$ cat src/rtl/instr_fetch_pkg.sv
// Shared definitions for the instruction fetch stage: state encoding,
// reset constants and PC arithmetic.
package instr_fetch_pkg;

  typedef enum logic [1:0] {
    ST_FETCH = 2'd0,
    ST_WAIT  = 2'd1,
    ST_HOLD  = 2'd2,
    ST_DRAIN = 2'd3
  } if_state_e;

  localparam logic [31:0] NOP_WORD = 32'h0000_0000;
  localparam logic [31:0] PC_RST   = 32'h0000_0000;

  // Word-address increment; wraps modulo 2^32.
  function automatic logic [31:0] pc_inc(input logic [31:0] pc);
    return pc + 32'd1;
  endfunction

endpackage

$ cat src/rtl/instr_fetch_hold_buf.sv
// One-entry buffer holding an instruction word and its PC+1 when memory
// completes while decode is stalled.
module if_hold_buf
  import instr_fetch_pkg::*;
(
  input  logic        clk_sys,
  input  logic        rst_n,
  input  logic        load,
  input  logic        clear,
  input  logic [31:0] instr_d,
  input  logic [31:0] pc_m1_d,
  output logic [31:0] instr_q,
  output logic [31:0] pc_m1_q
);

  // Clear wins over load so a redirect always discards the entry.
  always_ff @(posedge clk_sys or negedge rst_n) begin
    if (!rst_n) begin
      instr_q <= NOP_WORD;
      pc_m1_q <= PC_RST;
    end else if (clear) begin
      instr_q <= NOP_WORD;
      pc_m1_q <= PC_RST;
    end else if (load) begin
      instr_q <= instr_d;
      pc_m1_q <= pc_m1_d;
    end
  end

endmodule

$ cat src/rtl/instr_fetch.sv
// Instruction fetch stage: issues word reads to instruction memory and
// delivers one instruction per cycle to decode, handling memory wait
// states, decode stalls and branch redirects.
//
// state    | meaning
// ---------+-----------------------------------------------------------
// ST_FETCH | idle or streaming; request PC when not stalled/redirected
// ST_WAIT  | request outstanding, memory not ready yet
// ST_HOLD  | response captured in hold buffer while decode stalled
// ST_DRAIN | redirect pending; old request must complete before reuse
module instr_fetch
  import instr_fetch_pkg::*;
(
  input  logic        clk_sys,
  input  logic        rst_n,
  input  logic        stall,
  input  logic        br_taken,
  input  logic [31:0] br_target,
  output logic        imem_req,
  output logic [31:0] imem_addr,
  input  logic [31:0] imem_rdata,
  input  logic        imem_ready,
  output logic [31:0] pc_m1,
  output logic [31:0] ir,
  output logic        valid
);

  if_state_e   state, state_nxt;
  logic [31:0] pc, pc_nxt;
  logic [31:0] redir, redir_nxt;
  logic [31:0] ir_nxt, pc_m1_nxt;
  logic        valid_nxt;
  logic        buf_load, buf_clear;
  logic [31:0] buf_instr, buf_pc_m1;

  if_hold_buf u_hold_buf (
    .clk_sys (clk_sys),
    .rst_n   (rst_n),
    .load    (buf_load),
    .clear   (buf_clear),
    .instr_d (imem_rdata),
    .pc_m1_d (pc_inc(pc)),
    .instr_q (buf_instr),
    .pc_m1_q (buf_pc_m1)
  );

  // Request is combinational from state; reset gates it off immediately.
  assign imem_req  = rst_n & (((state == ST_FETCH) & ~stall & ~br_taken) |
                              (state == ST_WAIT) | (state == ST_DRAIN));
  assign imem_addr = pc;

  // State register.
  always_ff @(posedge clk_sys or negedge rst_n) begin
    if (!rst_n) state <= ST_FETCH;
    else        state <= state_nxt;
  end

  // Next-state and datapath control; default is to hold everything.
  always_comb begin
    state_nxt = state;
    pc_nxt    = pc;
    redir_nxt = redir;
    ir_nxt    = ir;
    pc_m1_nxt = pc_m1;
    valid_nxt = valid;
    buf_load  = 1'b0;
    buf_clear = 1'b0;
    case (state)
      ST_FETCH: begin
        if (br_taken) begin
          pc_nxt    = br_target;
          ir_nxt    = NOP_WORD;
          valid_nxt = 1'b0;
        end else if (!stall) begin
          if (imem_ready) begin
            ir_nxt    = imem_rdata;
            pc_m1_nxt = pc_inc(pc);
            valid_nxt = 1'b1;
            pc_nxt    = pc_inc(pc);
          end else begin
            ir_nxt    = NOP_WORD;
            valid_nxt = 1'b0;
            state_nxt = ST_WAIT;
          end
        end
      end
      ST_WAIT: begin
        if (br_taken) begin
          ir_nxt    = NOP_WORD;
          valid_nxt = 1'b0;
          if (imem_ready) begin
            pc_nxt    = br_target;
            state_nxt = ST_FETCH;
          end else begin
            // Address must stay put until the old request completes.
            redir_nxt = br_target;
            state_nxt = ST_DRAIN;
          end
        end else if (imem_ready) begin
          pc_nxt = pc_inc(pc);
          if (stall) begin
            buf_load  = 1'b1;
            state_nxt = ST_HOLD;
          end else begin
            ir_nxt    = imem_rdata;
            pc_m1_nxt = pc_inc(pc);
            valid_nxt = 1'b1;
            state_nxt = ST_FETCH;
          end
        end else if (!stall) begin
          ir_nxt    = NOP_WORD;
          valid_nxt = 1'b0;
        end
      end
      ST_HOLD: begin
        if (br_taken) begin
          pc_nxt    = br_target;
          buf_clear = 1'b1;
          ir_nxt    = NOP_WORD;
          valid_nxt = 1'b0;
          state_nxt = ST_FETCH;
        end else if (!stall) begin
          ir_nxt    = buf_instr;
          pc_m1_nxt = buf_pc_m1;
          valid_nxt = 1'b1;
          state_nxt = ST_FETCH;
        end
      end
      ST_DRAIN: begin
        if (br_taken) begin
          ir_nxt    = NOP_WORD;
          valid_nxt = 1'b0;
          if (imem_ready) begin
            pc_nxt    = br_target;
            state_nxt = ST_FETCH;
          end else begin
            redir_nxt = br_target;
          end
        end else begin
          if (!stall) begin
            ir_nxt    = NOP_WORD;
            valid_nxt = 1'b0;
          end
          if (imem_ready) begin
            pc_nxt    = redir;
            state_nxt = ST_FETCH;
          end
        end
      end
      default: state_nxt = ST_FETCH;
    endcase
  end

  // PC, redirect target and decode-facing output registers.
  always_ff @(posedge clk_sys or negedge rst_n) begin
    if (!rst_n) begin
      pc    <= PC_RST;
      redir <= PC_RST;
      ir    <= NOP_WORD;
      pc_m1 <= PC_RST;
      valid <= 1'b0;
    end else begin
      pc    <= pc_nxt;
      redir <= redir_nxt;
      ir    <= ir_nxt;
      pc_m1 <= pc_m1_nxt;
      valid <= valid_nxt;
    end
  end

endmodule

$ cat config.mk
export PLATFORM = sky130hd
export DESIGN_NAME = instr_fetch
export DESIGN_NICKNAME = d
export VERILOG_FILES = /design/src/rtl/instr_fetch_pkg.sv /design/src/rtl/instr_fetch_hold_buf.sv /design/src/rtl/instr_fetch.sv
export SDC_FILE = /design/constraint.sdc
export NUM_CORES = 1
export LEC_CHECK = 0
export CORE_ASPECT_RATIO = 0.9
export CORE_MARGIN = 1
export CORE_UTILIZATION = 30
export DETAILED_ROUTE_END_ITERATION = 8
export REMOVE_ABC_BUFFERS = 1
export SYNTH_ARGS = -nofsm -noshare
export SYNTH_HDL_FRONTEND = slang
export SYNTH_HIERARCHICAL = 1
export SYNTH_SLANG_ARGS = --single-unit
$ cat constraint.sdc
create_clock -name clk_sys -period 5.7 [get_ports clk_sys]
set_clock_uncertainty 0.2 [all_clocks]
set_input_delay 0.855 -clock clk_sys [delete_from_list [all_inputs] [get_ports clk_sys]]
set_output_delay 0.855 -clock clk_sys [all_outputs]
set_load 0.01 [all_outputs]
### After elaboration in Yosys (flattened, before gate mapping)

Cells that the tools add are included.

| cells by class | value |
|---|---|
| $add $sub $neg | 1 |
| eq/ne operators | 19 |
| mux-type cells | 60 |
| bitwise logic cells | 8 |
| reductions and logical operators | 9 |

Operators with widths:

| kind | count |
|---|---|
| $mux W32 | 30 |
| $pmux W32 S4 | 2 |
| $pmux W32 S3 | 1 |
| $add A32 B1 Y32 const B | 1 |
| $ne A2 B2 Y1 const B | 11 |
| $mux W2 | 10 |
| $mux W1 | 15 |
| $ne A3 B3 Y1 const B | 4 |
| $reduce_and A3 Y1 | 3 |
| $reduce_and A9 Y1 | 1 |
| $pmux W2 S4 | 1 |
| $reduce_and A6 Y1 | 1 |
| $eq A2 B2 Y1 const B | 2 |
| $ne A4 B4 Y1 const B | 1 |
| $pmux W1 S4 | 1 |
| $and A1 B1 Y1 | 3 |
| $not A1 Y1 | 3 |
| $reduce_bool A3 Y1 | 1 |
| $eq A2 B1 Y1 const B | 1 |
| $logic_not A2 Y1 | 1 |
| $or A1 B1 Y1 | 2 |
| $reduce_bool A2 Y1 | 1 |
| $reduce_or A2 Y1 | 1 |

| word-level totals | value |
|---|---|
| bits in registers | 195 |
| bits of input ports | 69 |
| output and inout bits | 98 |
| logic and storage cells | 105 |

### Longest topological paths before layout

| depth | value |
|---|---|
| depth after elaboration | 6 |
| gate-level depth with buffers | 10 |
| gate-level depth less buffers | 8 |

### Hierarchy

Netlist, hierarchy kept.

Modules (own cells, without submodules):

| module | times used | cells an instance | area each (sq um) |
|---|---|---|---|
| instr_fetch | 1 | 1086 | 8790.9 |
| if_hold_buf | 1 | 206 | 2611.3 |

### Worst setup path before layout

No wires, ideal clock.

| path | value |
|---|---|
| path kind | input port to output port |
| start point | input br_taken |
| end point | output imem_req |
| arrival time | 1.678 ns |
| setup slack | 2.967 ns |
| cell stages on the path | 4 |
| path through | clkbuf_1 -> nor2_1 -> a21oi_1 -> nor2b_1 |

| on the way | value |
|---|---|
| longest elaborated chain between the ends | 5 |

RTL lines:

| element | line | source |
|---|---|---|
| start: declaration | instr_fetch.sv:17 | `input logic br_taken,` |
| $not A1 Y1 | instr_fetch.sv:48 | `assign imem_req = rst_n & (((state == ST_FETCH) & ~stall & ~br_taken) \|` |
| $and A1 B1 Y1 | instr_fetch.sv:48 |  |
| $or A1 B1 Y1 | instr_fetch.sv:48 |  |
| $or A1 B1 Y1 | instr_fetch.sv:49 | `(state == ST_WAIT) \| (state == ST_DRAIN));` |
| $and A1 B1 Y1 | instr_fetch.sv:48 |  |
| end: declaration | instr_fetch.sv:19 | `output logic imem_req,` |

No other way between the ends.

### Final worst setup path

| path | value |
|---|---|
| start point | register state[1] |
| end point | output imem_req |

| on the way | value |
|---|---|
| longest elaborated chain between the ends | 6 |
| elaborated cells between the ends (all ways) | 8 |
| classes of those cells | eq/ne: 2; bitwise: 5; reduce/logical: 1 |

RTL lines:

| element | line | source |
|---|---|---|
| start: declaration | instr_fetch.sv:28 | `if_state_e state, state_nxt;` |
| start signal: assignment | instr_fetch.sv:55 | `else state <= state_nxt;` |
| $logic_not A2 Y1 | instr_fetch.sv:48 |  |
| $and A1 B1 Y1 (2 in series) | instr_fetch.sv:48 |  |
| $or A1 B1 Y1 | instr_fetch.sv:48 |  |
| $or A1 B1 Y1 (*) | instr_fetch.sv:49 |  |
| $and A1 B1 Y1 (*) | instr_fetch.sv:48 |  |

Mark *: on every way between the ends. The rest lies on a longest branch, timed or not.

==> impl_metrics.env <==
export IMPL_outcome="complete, no violations"
export IMPL_fin_crit_sh_pct=68.1
export IMPL_combPwrFrac_pct=27.5
export IMPL_finalNetCount=1467
export IMPL_post_place_cells=1861
export IMPL_power_density_nw_per_um2=320
export IMPL_post_cts_buffers=0
export IMPL_yosysSeqAreaShare_pct=42.8
export IMPL_crit_required_ns=4.64
export IMPL_yosys_area_share_simple_pct=17.3
export IMPL_setup_viol=0
export IMPL_hold_buffers=0
export IMPL_initial_core_util_pct=30.6
export IMPL_holdCritPathClass="in2async"
export IMPL_clock_sinks=195
export IMPL_final_cells=1893
export IMPL_synth_edf_count=0
export IMPL_place_gp_congestion=0.886
export IMPL_die_h_um=187
export IMPL_tightestPinTransition_ns=1.23
export IMPL_rows=67
export IMPL_synthArstFlopShare_pct=100
export IMPL_cts_root_buffer_cell="clkbuf_16"
export IMPL_synth_seq_cells=195
export IMPL_dpl_hpwl_um=26700
export IMPL_endpoint_kind="output pin"
export IMPL_dr_total_vias=10567
export IMPL_drive_gt1_share_pct=9.01
export IMPL_ir_drop_v=0.000168
export IMPL_synthFlopType="dfrtp_1"
export IMPL_grt_pass1_vias=10089
export IMPL_clk_pin_slew_ns=0.08
export IMPL_power_switching_mw=1.55
export IMPL_coreArea_um2=37300
export IMPL_cts_resized=0
export IMPL_max_slew_margin_pct=18.0
export IMPL_synth_cells=1292
export IMPL_die_area_um2=38800
export IMPL_grt_max_degree=66
export IMPL_critPathMaxFanout=20
export IMPL_drt_total_wl_um=39500
export IMPL_fin_crit_ns=3.88
export IMPL_synth_adder_area_share_pct=0.110
export IMPL_grt_pass1_wl_um=61100
export IMPL_antenna_found_initial=0
export IMPL_critPathLaunch="state[1]"
export IMPL_seqPwrFrac_pct=43.8
export IMPL_antenna_cells=0
export IMPL_power_leakage_nw=5.62
export IMPL_power_switching_share_pct=34.3
export IMPL_cts_buffers=17
export IMPL_cts_tree="done"
export IMPL_rsz0062_at_grt="no"
export IMPL_portBuffers=166
export IMPL_slew_violations=0
export IMPL_power_internal_mw=2.96
export IMPL_dr_pass1_iters=7
export IMPL_worstReg2RegStart="state[1]"
export IMPL_cp_data_arrival_time_ns=2.83
export IMPL_synth_top_family_by_area="compound AO/OA/AOI/OAI gates"
export IMPL_fmaxAchievable_mhz=258
export IMPL_syn_to_final_growth_pct=23.5
export IMPL_maxCapViolCount=0
export IMPL_netlist_area_um2=11400
export IMPL_drcViolationCount=0
export IMPL_ant_nets=0
export IMPL_clk_latency_ns=0.45
export IMPL_routedWlPerCell_um=20.8
export IMPL_grt_usage_pct=20.1
export IMPL_htree_levels=4
export IMPL_synth_compound_area_share_pct=21.0
export IMPL_hold_ws_ns=0.110
export IMPL_fillers=3751
export IMPL_layout_common_cells="dfrtp_1 (194), clkdlybuf4s50_1 (163), nor2_1 (145), nand2_1 (141), o21ai_0 (130)"
export IMPL_critPathLaunchType="flop"
export IMPL_die_width_um=208
export IMPL_synth_cell_types=67
export IMPL_postSynthAreaPerCell_um2=8.83
export IMPL_yosysWarnings=6
export IMPL_cts_buffer_depth=2
export IMPL_via_per_inst=5.58
export IMPL_hold_viol=0
export IMPL_overflow=0
export IMPL_io_pins=167
export IMPL_p_clk_share_pct=28.7
export IMPL_layout_commonest_cell="dfrtp_1"
export IMPL_muxShareOfSynthArea_pct=10.5
export IMPL_initialDrtViolationCount=1040
export IMPL_critical_path_class="reg2out"
export IMPL_synth_xor_area_share_pct=2.92
==> cell type report <==
class	count	area, um2	area share (%)
Clock inverter	14	196	1.40
Clock buffer	18	429	3.05
Multi-Input combinational cell	961	5960	42.3
Timing Repair Buffer	201	1930	13.7
Sequential cell	195	4880	34.7
Inverter	21	78.8	0.560
Tap cell	483	604	4.29
==> through the flow <==
step | util (%) | power [mW] | TNS, ns | cell area [um2] | worst slack [ns]
6_report | 37.7 | 4.51 | 0 | 14100 | 1.82
5_1_grt | 37.7 | 4.75 | 0 | 14100 | 1.71
4_1_cts | 37.7 | 4.54 | 0 | 14100 | 1.84
3_5_place_dp | 36.1 | 3.23 | 0 | 13500 | 1.76
3_3_place_gp | 36.1 | 3.19 | 0 | 13500 | 1.87
2_1_floorplan | - | 2.57 | -191.65 | 10900 | -2.99
==> registers in the layout, summed over array words and instances, names as in the netlist <==
register	cells
u_hold_buf/instr_q	32
redir	32
u_hold_buf/pc_m1_q	32
valid	1
ir	32
imem_addr	32
pc_m1	32
state	2
==> routing by layer <==
metal	vias up	wire length (um)	GRT usage (%)	part of all wire, %
met5	-	0	0	0
met3	50	2810	3.53	7.1
met4	0	559	5.71	1.4
met1	5143	18400	28.9	47
met2	511	17700	30.8	45
li1	4863	-	-	-
==> power by group through the flow <==
stage	Sequential, mW	Clock, mW	Combinational [mW]
6_report	1.97	1.29	1.24
5_1_grt	2.02	1.38	1.36
4_1_cts	1.97	1.33	1.24
3_5_place_dp	1.99	0	1.24
3_3_place_gp	1.98	0	1.21
2_1_floorplan	1.98	0	0.593
==> critical path, cell delays in order (launching register included) <==
cell,delay (ns)
dfrtp_1,0.90
buf_4,0.39
nor2_1,0.07
buf_4,0.22
a21oi_1,0.23
nor2b_1,0.08
clkdlybuf4s50_1,0.50
==> logic make-up (layout without fill, tap and decap cells) <==
kind of cell	Yosys count	count (layout)
DFF	195	195
xor gates and xnor gates	38	38
AOI/OAI and AO/OA	372	372
and+or+nand+nor	434	434
muxes	116	116
adders and majority gates	1	1
buffers and inverters	136	254
==> worst paths after layout <==
path                                         end  slack (ns)  cells past startpoint
max                                     imem_req        1.82                      6
min                                imem_addr[10]        0.11                      1
max reg2reg                u_hold_buf/instr_q[4]        1.93                      7
min reg2reg                            pc_m1[13]        0.28                      2
max in group asynchronous                 ir[17]        3.54                      3
min in group clk_sys                   pc_m1[13]        0.28                      2
==> synth_stat cells (6+ instances only) <==
| cell | count | area [um2] |
|---|---|---|
| a211oi_1 | 9 | 67.6 |
| a21oi_1 | 59 | 295 |
| a221oi_1 | 13 | 114 |
| a222oi_1 | 9 | 90.1 |
| a22o_1 | 10 | 87.6 |
| a22oi_1 | 41 | 308 |
| and2_1 | 10 | 62.6 |
| and3_1 | 10 | 62.6 |
| buf_1 | 18 | 67.6 |
| buf_2 | 14 | 70.1 |
| buf_8 | 6 | 90.1 |
| clkbuf_1 | 75 | 282 |
| dfrtp_1 | 195 | 4880 |
| inv_1 | 21 | 78.8 |
| mux2_2 | 32 | 360 |
| mux2i_1 | 84 | 841 |
| nand2_1 | 141 | 529 |
| nand2b_1 | 12 | 75.1 |
| nand3_1 | 34 | 170 |
| nand4_1 | 13 | 81.3 |
| nor2_1 | 149 | 559 |
| nor2b_1 | 13 | 81.3 |
| nor3_1 | 25 | 125 |
| nor4_1 | 6 | 37.5 |
| o211ai_1 | 7 | 52.6 |
| o21ai_0 | 130 | 651 |
| o22ai_1 | 21 | 131 |
| o2bb2ai_1 | 6 | 52.6 |
| o31ai_1 | 6 | 45.0 |
| xnor2_1 | 26 | 228 |
| xor2_1 | 12 | 105 |
Power figures use the tool's default switching activity.
==> patch 1, RTL diff (same flow settings) <==
Reset style: synchronous (`rst_n`), changed in 3 clocked blocks.
--- a/src/rtl/instr_fetch_hold_buf.sv
+++ b/src/rtl/instr_fetch_hold_buf.sv
@@ -14,7 +14,7 @@
 );
 
   // Clear wins over load so a redirect always discards the entry.
-  always_ff @(posedge clk_sys or negedge rst_n) begin
+  always_ff @(posedge clk_sys) begin
     if (!rst_n) begin
       instr_q <= NOP_WORD;
       pc_m1_q <= PC_RST;
--- a/src/rtl/instr_fetch.sv
+++ b/src/rtl/instr_fetch.sv
@@ -50,7 +50,7 @@
   assign imem_addr = pc;
 
   // State register.
-  always_ff @(posedge clk_sys or negedge rst_n) begin
+  always_ff @(posedge clk_sys) begin
     if (!rst_n) state <= ST_FETCH;
     else        state <= state_nxt;
   end
@@ -152,7 +152,7 @@
   end
 
   // PC, redirect target and decode-facing output registers.
-  always_ff @(posedge clk_sys or negedge rst_n) begin
+  always_ff @(posedge clk_sys) begin
     if (!rst_n) begin
       pc    <= PC_RST;
       redir <= PC_RST;
Formal check against the unedited RTL: differs if rst_n is asserted again (counterexample within 4 cycles, from zero or initial values and one cycle with rst_n low); with rst_n held inactive, the same outputs for 4 cycles.
==> patch 1 against the original RTL <==
  * Design area shrank 6.3%
  * Synthesized area shrank 6.7%
  * Via count grew 1.1%
  * Non-clock buffer count shrank 2
  * Worst setup slack gained 0.015 ns
  * Wire length shrank 5.5%
  * Critical endpoint unchanged
  * Largest cell class unchanged
  * Critical path depth is the same
  * Sequential cell count is the same
  * Synthesized cell count grew 5.9%
  * Core utilization is essentially flat
Power is not compared: it rests on default switching activity, and its combinational part moved more than twofold at a synthesized area within 25%.
==> patch 1: results (changes against the original RTL) <==
status -> finished, final reports clean
Slowest cell on crit path -> clkdlybuf4s50_1
list of most frequent post-synthesis cells -> dfxtp_1, nand2_1, o21ai_0, a21oi_1, nor2_1
Root Buffer -> clkbuf_16
fillers -> 3,632 (-3.2%)
arrival time worst endpoint -> 2.81 ns (-0.02 ns)
Leak -> 4.41 nW
synth unique cells -> 79 (+18%)
vias in the first global route -> 9,972 (-1.2%)
final hold viol count -> 0 (unchanged)
vias per inst -> 5.51 (-1.3%)
Placed Area -> 0.0126 mm2 (-6.2%)
top cells by area, synth -> dfxtp_1, mux2i_1, nand2_1
drt first pass iters -> 7 (unchanged)
critical path peak fanout -> 46 (+130%)
largest net degree at the start of global routing -> 65 (-1.5%)
CTS Buffer Depth -> 2 (unchanged)
PortBufs -> 166 (unchanged)
nets@finish -> 1,527 (+4.1%)
DRT iter0 DRCs -> 1,058 (+1.7%)
Seq/Total Area, Yosys -> 36.7% (-6.1 points)
routed length per instance -> 19.2 um (-7.7%)
Final GP Congestion -> 0.879 (-0.80%)
Synth Warn # -> 6 (unchanged)
CP max stage delay -> 0.59 ns (-0.31 ns)
H-tree depth -> 4 (unchanged)
cts repair resizes -> 0 (unchanged)
worst min path class -> reg2reg
ys async rst share -> 0% (-100 points)
worst-margin pin slew -> 1.03 ns (-0.198 ns)
Post-CTS Setup Bufs -> 0 (unchanged)
hpwl dp -> 25.3 mm (-5.0%)
area leader, netlist -> dfxtp_1
CTS clock-pin slew for the worst setup and hold paths -> 0.07 ns
first-pass GRT wire length -> 58.1 mm (-4.8%)
layout cells sized above 1 -> 7.76% (-1.3 points)
gr usage total -> 20.3% (+0.24 points)
initial antenna violation count -> 0 (unchanged)
patch 1: kinds of logic (layout without fill, tap and decap cells):
kind of cell | Yosys count | after routing | share of synthesized area (%)
adders and majority gates | 1 | 1 | 0.118
muxes | 78 | 78 | 7.35
DFF | 195 | 195 | 36.7
and+or+nand+nor | 507 | 507 | 22.8
buffers and inverters | 151 | 253 | 6.27
xor gates and xnor gates | 20 | 20 | 1.72
AOI/OAI and AO/OA | 416 | 416 | 25.0
patch 1: where the power goes:
| part | switching, mW | internal [mW] | total, mW | leakage, nW |
|---|---|---|---|---|
| Sequential | 0.0571 | 1.39 | 1.45 | 1.58 |
| Combinational | 0.239 | 0.192 | 0.431 | 2.55 |
| Clock | 0.588 | 0.630 | 1.22 | 0.284 |
| Total | 0.884 | 2.22 | 3.10 | 4.41 |
patch 1: layout make-up:
| class | instances | area, um2 | area share, % |
|---|---|---|---|
| clock buffers | 22 | 494 | 3.75 |
| flip-flops and latches | 195 | 3910 | 29.6 |
| repair buffers | 199 | 1920 | 14.5 |
| inverters | 22 | 82.6 | 0.626 |
| multi-input cells | 1022 | 6120 | 46.4 |
| clock inverters | 10 | 90.1 | 0.683 |
| well taps | 469 | 587 | 4.45 |
patch 1: final timing paths:
path	from	end	slack, ns	cells after the start
max reg2reg	state[1]	imem_addr[11]	2.37	5
min	redir[3]	redir[3]	0.25	2
min reg2reg	redir[3]	redir[3]	0.25	2
max	br_taken	imem_req	1.83	6
patch 1: worst max-delay path: cells and delay by family:
kind / cells / cell delay (ns)
AND/OR/NAND/NOR: 4 / 1.01
buffers and inverters: 2 / 0.93
patch 1: metal layers:
| layer | vias up | part of all wire, % | track usage (%) |
|---|---|---|---|
| met2 | 502 | 46 | 32.6 |
| met1 | 5032 | 44 | 27.3 |
| met3 | 63 | 7.6 | 3.80 |
| met5 | - | 0 | 0 |
| met4 | 0 | 2.4 | 6.90 |
| li1 | 5084 | - | - |
patch 1: stage by stage:
stage                     hold slack, ns  setup slack [ns]  util, %  std cells
final                              0.250              1.83     37.7       1939
after global routing               0.282              1.75     37.7       1939
after CTS                          0.253              1.82     37.7       1939
after detailed placement           0.244              1.83     36.1       1907
after global placement             0.238              1.80     36.1       1907
after floorplan                    0.232             -3.43        -       1239
==> patch 2, RTL diff (same settings) <==
Without the edit above. Register the input `br_target` before use, without a reset. The logic sees it one clock later. The other inputs are not delayed to match.
--- a/src/rtl/instr_fetch.sv
+++ b/src/rtl/instr_fetch.sv
@@ -24,6 +24,12 @@
   output logic [31:0] ir,
   output logic        valid
 );
+
+  logic [31:0] br_target_q;
+
+  always_ff @(posedge clk_sys) begin
+    br_target_q <= br_target;
+  end
 
   if_state_e   state, state_nxt;
   logic [31:0] pc, pc_nxt;
@@ -68,7 +74,7 @@
     case (state)
       ST_FETCH: begin
         if (br_taken) begin
-          pc_nxt    = br_target;
+          pc_nxt    = br_target_q;
           ir_nxt    = NOP_WORD;
           valid_nxt = 1'b0;
         end else if (!stall) begin
@@ -89,11 +95,11 @@
           ir_nxt    = NOP_WORD;
           valid_nxt = 1'b0;
           if (imem_ready) begin
-            pc_nxt    = br_target;
+            pc_nxt    = br_target_q;
             state_nxt = ST_FETCH;
           end else begin
             // Address must stay put until the old request completes.
-            redir_nxt = br_target;
+            redir_nxt = br_target_q;
             state_nxt = ST_DRAIN;
           end
         end else if (imem_ready) begin
@@ -114,7 +120,7 @@
       end
       ST_HOLD: begin
         if (br_taken) begin
-          pc_nxt    = br_target;
+          pc_nxt    = br_target_q;
           buf_clear = 1'b1;
           ir_nxt    = NOP_WORD;
           valid_nxt = 1'b0;
@@ -131,10 +137,10 @@
           ir_nxt    = NOP_WORD;
           valid_nxt = 1'b0;
           if (imem_ready) begin
-            pc_nxt    = br_target;
+            pc_nxt    = br_target_q;
             state_nxt = ST_FETCH;
           end else begin
-            redir_nxt = br_target;
+            redir_nxt = br_target_q;
           end
         end else begin
           if (!stall) begin
Behaviour: not the same (a bounded check fails within 4 cycles, from zero or initial values and one cycle with rst_n low).
==> patch 2 against the original RTL <==
  * Sequential cell count is 32 higher
  * Total power is 16% higher
  * Wire length is 4.5% higher
  * Worst setup slack better by 0.22 ns
  * Synthesized area is 7.7% higher
  * Design area is 7.7% higher
  * Core utilization is 0.29 points higher
  * Via count is 4.4% higher
==> patch 2: results (changes against the original RTL) <==
multiplexer share of the synthesized area -> 10.8% (+0.25 points)
met1 Track Usage GR -> 28.2% (-0.68 points)
hpwl dp -> 28.4 mm (+6.3%)
critical path peak fanout -> 26 (+30%)
routed via count -> 11,027 (+4.4%)
reg2reg setup slack -> 2.48 ns (+0.55 ns)
placed cells -> 1,945 (+4.5%)
Seq pwr share -> 43.2% (-0.6 points)
WL met1 -> 19.0 mm (+3.3%)
DRT iter0 DRCs -> 1,106 (+6.3%)
reg2reg end -> u_hold_buf/pc_m1_q[24]
synth unique cells -> 75 (+12%)
list of most frequent post-synthesis cells -> dfrtp_1, nor2_1, nand2_1, o21ai_0, mux2i_1
Top cell by count, worst path -> nor2_1
worst skew pair latency -> 0.56 ns (+0.11 ns)
status -> finished, final reports clean
arrival time worst endpoint -> 2.61 ns (-0.22 ns)
Hold Slack -> 0.0497 ns (-0.0607 ns)
top cells by area, synth -> dfrtp_1, mux2i_1, dfxtp_1
routed length per instance -> 20.7 um (-0.96%)
Leak -> 6.05 nW (+7.7%)
Placed Area -> 0.0143 mm2 (+6.1%)
Critical Path Start -> br_taken
Seq/Total Area, Yosys -> 44.9% (+2.1 points)
ys async rst share -> 85.9% (-14 points)
Sw Ratio -> 32.0% (-2.3 points)
Crit Reg-Reg Startpoint -> imem_addr[0]
DP Worst Slack -> 2.01 ns (+0.251 ns)
Slowest cell on crit path -> clkdlybuf4s50_1
initial antenna violation count -> 1 (+1)
complex-gate fraction of the synthesized area -> 18.7% (-2.3 points)
total wire length -> 41.2 mm (+4.5%)
worst-margin pin slew -> 1.16 ns (-0.0663 ns)
drt first pass iters -> 5 (-2)
CP max stage delay -> 0.58 ns (-0.32 ns)
Pwr per Cell Area -> 344 mW/mm2 (+7.4%)
Gate Count Post-Synth -> 1,342 (+3.9%)
Global Route met3 Usage -> 2.93% (-0.59 points)
M2 GR Usage -> 29.1% (-1.7 points)
CTS Buffer Depth -> 3 (+1)
WL met3 -> 3.01 mm (+7.2%)
crit path time final -> 3.66 ns (-0.219 ns)
layout cells sized above 1 -> 10.3% (+1.3 points)
patch 2: cell types whose count changed after synthesis, sizes merged, moves of 12 or more:
cell / change
nor2: -12
nand3: +13
nand2: -17
a31oi: +13
buf: +19
o21ai: -16
dfxtp: +32
patch 2: area by class of cell:
type | instances | area, um2
fill | 4033 | 24700
inverter | 21 | 78.8
clock inverter | 12 | 125
clock buffer | 38 | 767
timing repair buffer | 195 | 1870
sequential | 227 | 5520
multi-input combinational | 970 | 6130
tap | 532 | 666
antenna | 2 | 5.00
patch 2: cells by family (layout without fill, tap and decap cells):
| logic type | count (synthesis) | in the layout |
|---|---|---|
| buffers and inverters | 145 | 266 |
| multiplexers | 128 | 128 |
| AO/OA/AOI/OAI | 355 | 355 |
| flip-flops | 227 | 227 |
| adder cells (fa/ha/maj) | 1 | 1 |
| XOR/XNOR | 27 | 27 |
| other | 0 | 2 |
| AND/OR/NAND/NOR | 459 | 459 |
